===== config.mk =====
export PLATFORM = sky130hd
export DESIGN_NAME = io_map_ctrl
export DESIGN_NICKNAME = d
export VERILOG_FILES = /design/src/rtl/io_map_ctrl.sv
export SDC_FILE = /design/constraint.sdc
export NUM_CORES = 1
export LEC_CHECK = 0
export BUFFER_PORTS_ARGS = -buffer_cell sky130_fd_sc_hd__buf_2
export CORE_AREA = 5 5 212 214
export DETAILED_ROUTE_END_ITERATION = 12
export DIE_AREA = 0 0 217 219
export SLEW_MARGIN = 20
export SYNTH_ARGS = -nofsm -noshare
export SYNTH_HDL_FRONTEND = slang
export SYNTH_SLANG_ARGS = --single-unit

===== constraint.sdc =====
create_clock -name clk -period 2.7 [get_ports clk]
set_clock_uncertainty 0.1 [all_clocks]
set_input_delay 0.27 -clock clk [delete_from_list [all_inputs] [get_ports clk]]
set_output_delay 0.27 -clock clk [all_outputs]
set_load 0.03 [all_outputs]

===== src/rtl/io_map_ctrl.sv =====
// io_map_ctrl: memory-mapped IO beside a dual-port memory (out regs, synced inputs, read-to-clear status); define IO_MAP_IRQ_EN for MASK and irq
module io_map_ctrl #(
    parameter int DATA_WIDTH = 16,
    parameter int ADDR_WIDTH = 16,
    parameter int IO_BASE_BIT = 9,
    parameter int NUM_IN = 4,
    parameter int NUM_OUT = 4,
    parameter int SYNC_STAGES = 2
) (
    input  logic                           clk,
    input  logic                           reset,
    input  logic [ADDR_WIDTH-1:0]          addr_a,
    input  logic [ADDR_WIDTH-1:0]          addr_b,
    input  logic [DATA_WIDTH-1:0]          data_a,
    input  logic [DATA_WIDTH-1:0]          data_b,
    input  logic                           write_a,
    input  logic                           write_b,
    input  logic [DATA_WIDTH-1:0]          mem_read_a,
    input  logic [DATA_WIDTH-1:0]          mem_read_b,
    output logic                           mem_write_a,
    output logic                           mem_write_b,
    output logic [DATA_WIDTH-1:0]          ReadDataA,
    output logic [DATA_WIDTH-1:0]          ReadDataB,
    input  logic [NUM_IN*DATA_WIDTH-1:0]   in_data,
    output logic [NUM_OUT*DATA_WIDTH-1:0]  out_data,
    output logic [NUM_OUT-1:0]             out_strobe,
    output logic                           irq
);
    logic [ADDR_WIDTH-1:0] addr [2];
    logic [DATA_WIDTH-1:0] wdata [2];
    logic                  wr [2];
    logic                  io [2];
    logic                  rd_status [2];
    logic [DATA_WIDTH-1:0] rd_next [2];
    logic [DATA_WIDTH-1:0] rd_word [2];
    logic                  sel_io [2];
    logic [NUM_OUT-1:0]    hit_out [2];
    logic [DATA_WIDTH-1:0] out_reg [NUM_OUT];
    logic [DATA_WIDTH-1:0] sync [SYNC_STAGES][NUM_IN];
    logic [DATA_WIDTH-1:0] prev [NUM_IN];
    logic [NUM_IN-1:0]     flags;
    logic [NUM_IN-1:0]     chg;
    logic                  unused_addr;
`ifdef IO_MAP_IRQ_EN
    logic [NUM_IN-1:0]     mask;
    logic                  hit_mask [2];
`endif

    assign addr[0] = addr_a;
    assign addr[1] = addr_b;
    assign wdata[0] = data_a;
    assign wdata[1] = data_b;
    assign wr[0] = write_a;
    assign wr[1] = write_b;
    assign unused_addr = ^{addr_a, addr_b};
    assign mem_write_a = write_a & ~io[0] & ~reset;
    assign mem_write_b = write_b & ~io[1] & ~reset;
    assign ReadDataA = sel_io[0] ? rd_word[0] : mem_read_a;
    assign ReadDataB = sel_io[1] ? rd_word[1] : mem_read_b;

    for (genvar i = 0; i < NUM_OUT; i++) begin : g_out
        assign out_data[i*DATA_WIDTH +: DATA_WIDTH] = out_reg[i];
    end

    // Per-port address decode, IO read word selection and input change detection
    always_comb begin
        for (int p = 0; p < 2; p++) begin
            io[p] = |addr[p][ADDR_WIDTH-1:IO_BASE_BIT];
            rd_status[p] = io[p] & ~wr[p] & (addr[p][7:0] == 8'h1F);
            rd_next[p] = '0;
            for (int i = 0; i < NUM_OUT; i++) begin
                hit_out[p][i] = io[p] & wr[p] & (addr[p][7:0] == 8'(i));
                if (addr[p][7:0] == 8'(i)) rd_next[p] = out_reg[i];
            end
            for (int i = 0; i < NUM_IN; i++)
                if (addr[p][7:0] == 8'(16 + i)) rd_next[p] = sync[SYNC_STAGES-1][i];
            if (addr[p][7:0] == 8'h1F) rd_next[p] = DATA_WIDTH'(flags);
`ifdef IO_MAP_IRQ_EN
            hit_mask[p] = io[p] & wr[p] & (addr[p][7:0] == 8'h1E);
            if (addr[p][7:0] == 8'h1E) rd_next[p] = DATA_WIDTH'(mask);
`endif
        end
        for (int i = 0; i < NUM_IN; i++)
            chg[i] = sync[SYNC_STAGES-1][i] != prev[i];
    end

    // Register the IO read word and the mem/IO select to match the memory's read latency
    always_ff @(posedge clk) begin
        for (int p = 0; p < 2; p++) begin
            sel_io[p] <= reset | (io[p] & ~wr[p]);
            rd_word[p] <= reset ? '0 : rd_next[p];
        end
    end

    // Output channel registers with one-cycle strobes; port A wins a same-channel collision
    always_ff @(posedge clk) begin
        for (int i = 0; i < NUM_OUT; i++) begin
            if (reset) out_reg[i] <= '0;
            else if (hit_out[0][i]) out_reg[i] <= wdata[0];
            else if (hit_out[1][i]) out_reg[i] <= wdata[1];
        end
        out_strobe <= reset ? '0 : hit_out[0] | hit_out[1];
    end

    // Input synchronisers, previous-value flops and sticky change flags (new change beats a clear)
    always_ff @(posedge clk) begin
        for (int i = 0; i < NUM_IN; i++) begin
            sync[0][i] <= reset ? '0 : in_data[i*DATA_WIDTH +: DATA_WIDTH];
            for (int s = 1; s < SYNC_STAGES; s++) sync[s][i] <= reset ? '0 : sync[s-1][i];
            prev[i] <= reset ? '0 : sync[SYNC_STAGES-1][i];
        end
        flags <= reset ? '0 : (((rd_status[0] | rd_status[1]) ? '0 : flags) | chg);
    end

`ifdef IO_MAP_IRQ_EN
    // Interrupt mask register and registered interrupt request
    always_ff @(posedge clk) begin
        if (reset) begin
            mask <= '0;
            irq <= 1'b0;
        end else begin
            if (hit_mask[0]) mask <= wdata[0][NUM_IN-1:0];
            else if (hit_mask[1]) mask <= wdata[1][NUM_IN-1:0];
            irq <= |(flags & mask);
        end
    end
`else
    assign irq = 1'b0;
`endif
endmodule

==> metrics.txt <==
# TYPE chip_impl_metric gauge
chip_impl_info{name="run_status",value="complete, no violations"} 1
chip_impl_metric{name="power_frac_comb",unit=""} 0.107
chip_impl_metric{name="start_util",unit=""} 0.297
chip_impl_metric{name="detail-route-antenna-nets",unit=""} 0
chip_impl_metric{name="place.detailed.hpwl",unit="um"} 33400
chip_impl_metric{name="final_hold_viol_count",unit=""} 0
chip_impl_info{name="synth_top_cells_by_area",value="dfxtp_1, edfxtp_1, nor2b_1"} 1
chip_impl_metric{name="reg_power_frac",unit=""} 0.470
chip_impl_info{name="rsz0062_at_grt",value="no"} 1
chip_impl_metric{name="synth_fp_nets",unit=""} 1350
chip_impl_metric{name="ctsLongestPathBuffers",unit=""} 3
chip_impl_metric{name="number_of_antenna_violations_at_the_first_check_in_global_routing",unit=""} 3
chip_impl_metric{name="num-fill-cells",unit=""} 4158
chip_impl_metric{name="drt_pass1_iterations",unit=""} 5
chip_impl_metric{name="synth-edff-count",unit=""} 64
chip_impl_metric{name="cpPeakStageDelay",unit="ps"} 720
chip_impl_metric{name="clkSlewWorstSetupHoldPaths",unit="ps"} 60
chip_impl_info{name="path_common_cell",value="dlygate4sd3_1"} 1
chip_impl_metric{name="static-leakage-power",unit="nW"} 7.22
chip_impl_metric{name="timing.critical_path.buf_inv",unit=""} 4
chip_impl_metric{name="numClockSinks",unit=""} 298
chip_impl_metric{name="grt_pass1_wl",unit="um"} 65600
chip_impl_metric{name="synth-seq-area-share",unit=""} 0.521
chip_impl_metric{name="worst-endpoint-arrival",unit="ps"} 2940
chip_impl_metric{name="power.total",unit="mW"} 10.4
chip_impl_metric{name="post-route-min-period",unit="ps"} 2580
chip_impl_metric{name="grt_start_max_net_pins",unit=""} 141
chip_impl_metric{name="max_clock_freq",unit="MHz"} 388
chip_impl_metric{name="r2r_slack",unit="ps"} 730
chip_impl_info{name="cts_tree",value="done"} 1
chip_impl_metric{name="worstMarginPinSlew",unit="ps"} 925
chip_impl_metric{name="flow.area_growth_from_synthesis",unit="%"} 33.7
chip_impl_info{name="mostFrequentLayoutCell",value="buf_2"} 1
chip_impl_metric{name="power-per-cell-area",unit="mW/mm^2"} 613
chip_impl_metric{name="synthDistinctLibCells",unit=""} 60
chip_impl_metric{name="p_sw",unit="mW"} 2.56
chip_impl_metric{name="cp_max_fo",unit=""} 16
chip_impl_metric{name="syn-instance-count",unit=""} 1186
chip_impl_metric{name="worst_voltage_drop_across_the_vdd_grid",unit="mV"} 0.396
chip_impl_info{name="crit_path_end_kind",value="register"} 1
chip_impl_metric{name="clk_latency",unit="ps"} 590
chip_impl_metric{name="place_congestion",unit=""} 0.901
chip_impl_metric{name="grt_pass1_vias",unit=""} 10400
chip_impl_metric{name="postSynth.asyncResetShare",unit=""} 0
chip_impl_metric{name="internal_power",unit="mW"} 7.83
chip_impl_metric{name="portion_of_total_power_attributed_to_the_clock_network",unit=""} 0.423
chip_impl_info{name="critPathLaunchType",value="input port"} 1
chip_impl_info{name="layout_common_cells",value="buf_2, dfxtp_1, nor2b_1"} 1
chip_impl_info{name="worstHoldPathType",value="in -> reg"} 1
chip_impl_metric{name="final_layout_size_suffix_gt1_frac",unit=""} 0.281
chip_impl_metric{name="route.detailed.drc",unit=""} 0
chip_impl_metric{name="row_count",unit=""} 76
chip_impl_info{name="synth_top_area_cell",value="dfxtp_1"} 1
chip_impl_metric{name="avgRoutedWirePerCell",unit="um"} 21.0
chip_impl_metric{name="post_cts_buffers",unit=""} 0
chip_impl_metric{name="detailedRoute.firstIterationViolations",unit=""} 985
chip_impl_metric{name="grtUsageTotal",unit=""} 0.180
chip_impl_metric{name="setup-tns-final",unit="ps"} 0
chip_impl_metric{name="critical_path_required",unit="ps"} 3060
chip_impl_metric{name="route.final.wire_length",unit="um"} 44800
chip_impl_metric{name="syn_area",unit="mm^2"} 0.0127
chip_impl_info{name="synth_flop_cell",value="dfxtp_1"} 1
chip_impl_metric{name="port_buffers",unit=""} 263
chip_impl_metric{name="yosys_warnings",unit=""} 0
chip_impl_metric{name="final_nets",unit=""} 1732
chip_impl_metric{name="synth_seq_cells",unit=""} 298
chip_impl_metric{name="fin_crit_sh",unit=""} 0.955
chip_impl_metric{name="finalSetupViolCount",unit=""} 0
chip_impl_metric{name="seqCellArea",unit="mm^2"} 0.00661
chip_impl_metric{name="cts_max_level",unit=""} 1
chip_impl_metric{name="final_max_slew_violation_count",unit=""} 0
chip_impl_info{name="timing_worst_setup_path_type",value="in -> reg"} 1
chip_impl_metric{name="largest_register_ff_count",unit=""} 128
chip_impl_metric{name="synth.avg_cell_area",unit="um^2"} 10.7
chip_impl_metric{name="grt-ovfl-total",unit=""} 0
chip_impl_metric{name="multiInputGateArea",unit="mm^2"} 0.00567
chip_impl_metric{name="top_level_ports",unit=""} 267
chip_impl_metric{name="floorplan.die.height",unit="um"} 219
chip_impl_metric{name="numCtsBuffers",unit=""} 31
chip_impl_info{name="cp_slowest_cell",value="nor2_2"} 1
chip_impl_metric{name="maxCapViolations",unit=""} 0
chip_impl_metric{name="avgViaCountPerCell",unit=""} 4.94
chip_impl_info{name="cts-root-buf",value="clkbuf_16"} 1
chip_impl_info{name="cell_chain_critical_path",value="dlygate4sd3_1 -> buf_2 -> inv_1 -> nor2_1 -> nand4_1 -> nor2_2 -> a22o_1 -> dlygate4sd3_1"} 1
chip_impl_metric{name="power_switching_share",unit=""} 0.246
chip_impl_metric{name="max_slew_margin",unit=""} 0.383
chip_impl_metric{name="vias",unit=""} 10600
chip_impl_info{name="timing.critical_path.max_delay_family",value="buffers and inverters"} 1
chip_impl_metric{name="netlist.area_leader.share",unit=""} 0.370
chip_impl_metric{name="die-area",unit="mm^2"} 0.0475
chip_impl_metric{name="fp.coreArea",unit="mm^2"} 0.0427
chip_impl_metric{name="floorplan.die.width",unit="um"} 217
kinds of logic (layout without fill, tap and decap cells):
family	after synthesis	in the layout	share of synthesized area
AND/OR/NAND/NOR	427	427	0.195
multiplexers	85	85	0.0851
buffers and inverters	87	491	0.0317
other	1	2	0.000296
flip-flops	298	298	0.521
AO/OA/AOI/OAI	224	224	0.123
XOR/XNOR	64	64	0.0442
cell usage after synthesis, types with 6 or more instances:
cell and count:
a222oi_1 8, clkbuf_1 44, o221ai_1 7, and4_1 6, and3_1 9, a211oi_1 6
a22o_1 51, mux2_2 42, and2_1 7, o22ai_1 11, nand3_1 16, buf_2 24
a22oi_1 9, a211o_1 9, a21oi_1 47, edfxtp_1 64, mux2i_1 29, nor2_1 52
buf_4 8, a31oi_1 9, nand4_1 15, xor2_1 64, nand2_1 56, dfxtp_1 234
o21ai_0 48, nor4_1 20, nor3_1 13, mux4_2 14, nor2b_1 201
what timing repair did:
item,in CTS,in global routing
hold buffers,114,0
endpoints found under the hold margin,130,0
resized for setup,0,1
endpoints found under the setup margin,0,9
worst paths after layout:
| check | from | to | cells after the start |
|---|---|---|---|
| max | write_b | out_reg[1][9] | 8 |
| max reg2reg | sync[0][124] | rd_word[0][28] | 5 |
| min reg2reg | sync[0][6] | sync[0][70] | 1 |
| min | reset | out_strobe[3] | 4 |
final cells by class:
cell class | count | area share
tap | 546 | 0.0403
clock inverter | 12 | 0.00945
multi-input combinational | 801 | 0.335
inverter | 5 | 0.00111
clock buffer | 43 | 0.0528
sequential | 298 | 0.390
timing repair buffer | 431 | 0.172
antenna | 1 | 0.000148
layer usage:
metal / vias up / global-route usage / routed length (um)
met4: 0 / 0.0588 / 1420
met3: 75 / 0.0343 / 3600
li1: 4983 / - / -
met5: - / 0 / 0
met2: 497 / 0.299 / 21000
met1: 5002 / 0.239 / 18700
power by group through the flow:
stage	sequential, mW	clock [mW]	combinational (mW)
2_1_floorplan	5.01	0	0.502
3_3_place_gp	4.98	0	0.988
3_5_place_dp	4.98	0	0.995
4_1_cts	4.89	4.50	1.11
5_1_grt	4.90	4.69	1.19
6_report	4.89	4.39	1.11
tightest hold or removal path: cells and delay by family:
family,cells,cell delay [ps]
buf+inv,1,140
simple gates,3,270
through the flow:
step | cell area (um^2) | setup slack, ps | util | hold slack (ps) | instances
after floorplan | 12700 | 422 | - | 298 | 1186
after global placement | 14700 | 152 | 0.345 | 327 | 1967
after detailed placement | 14700 | 140 | 0.345 | 325 | 1967
after CTS | 16900 | 162 | 0.397 | 20.0 | 2136
after global routing | 16900 | 18.6 | 0.397 | 59.6 | 2137
final | 16900 | 121 | 0.397 | 44.0 | 2137
Power figures use the tool's default switching activity.
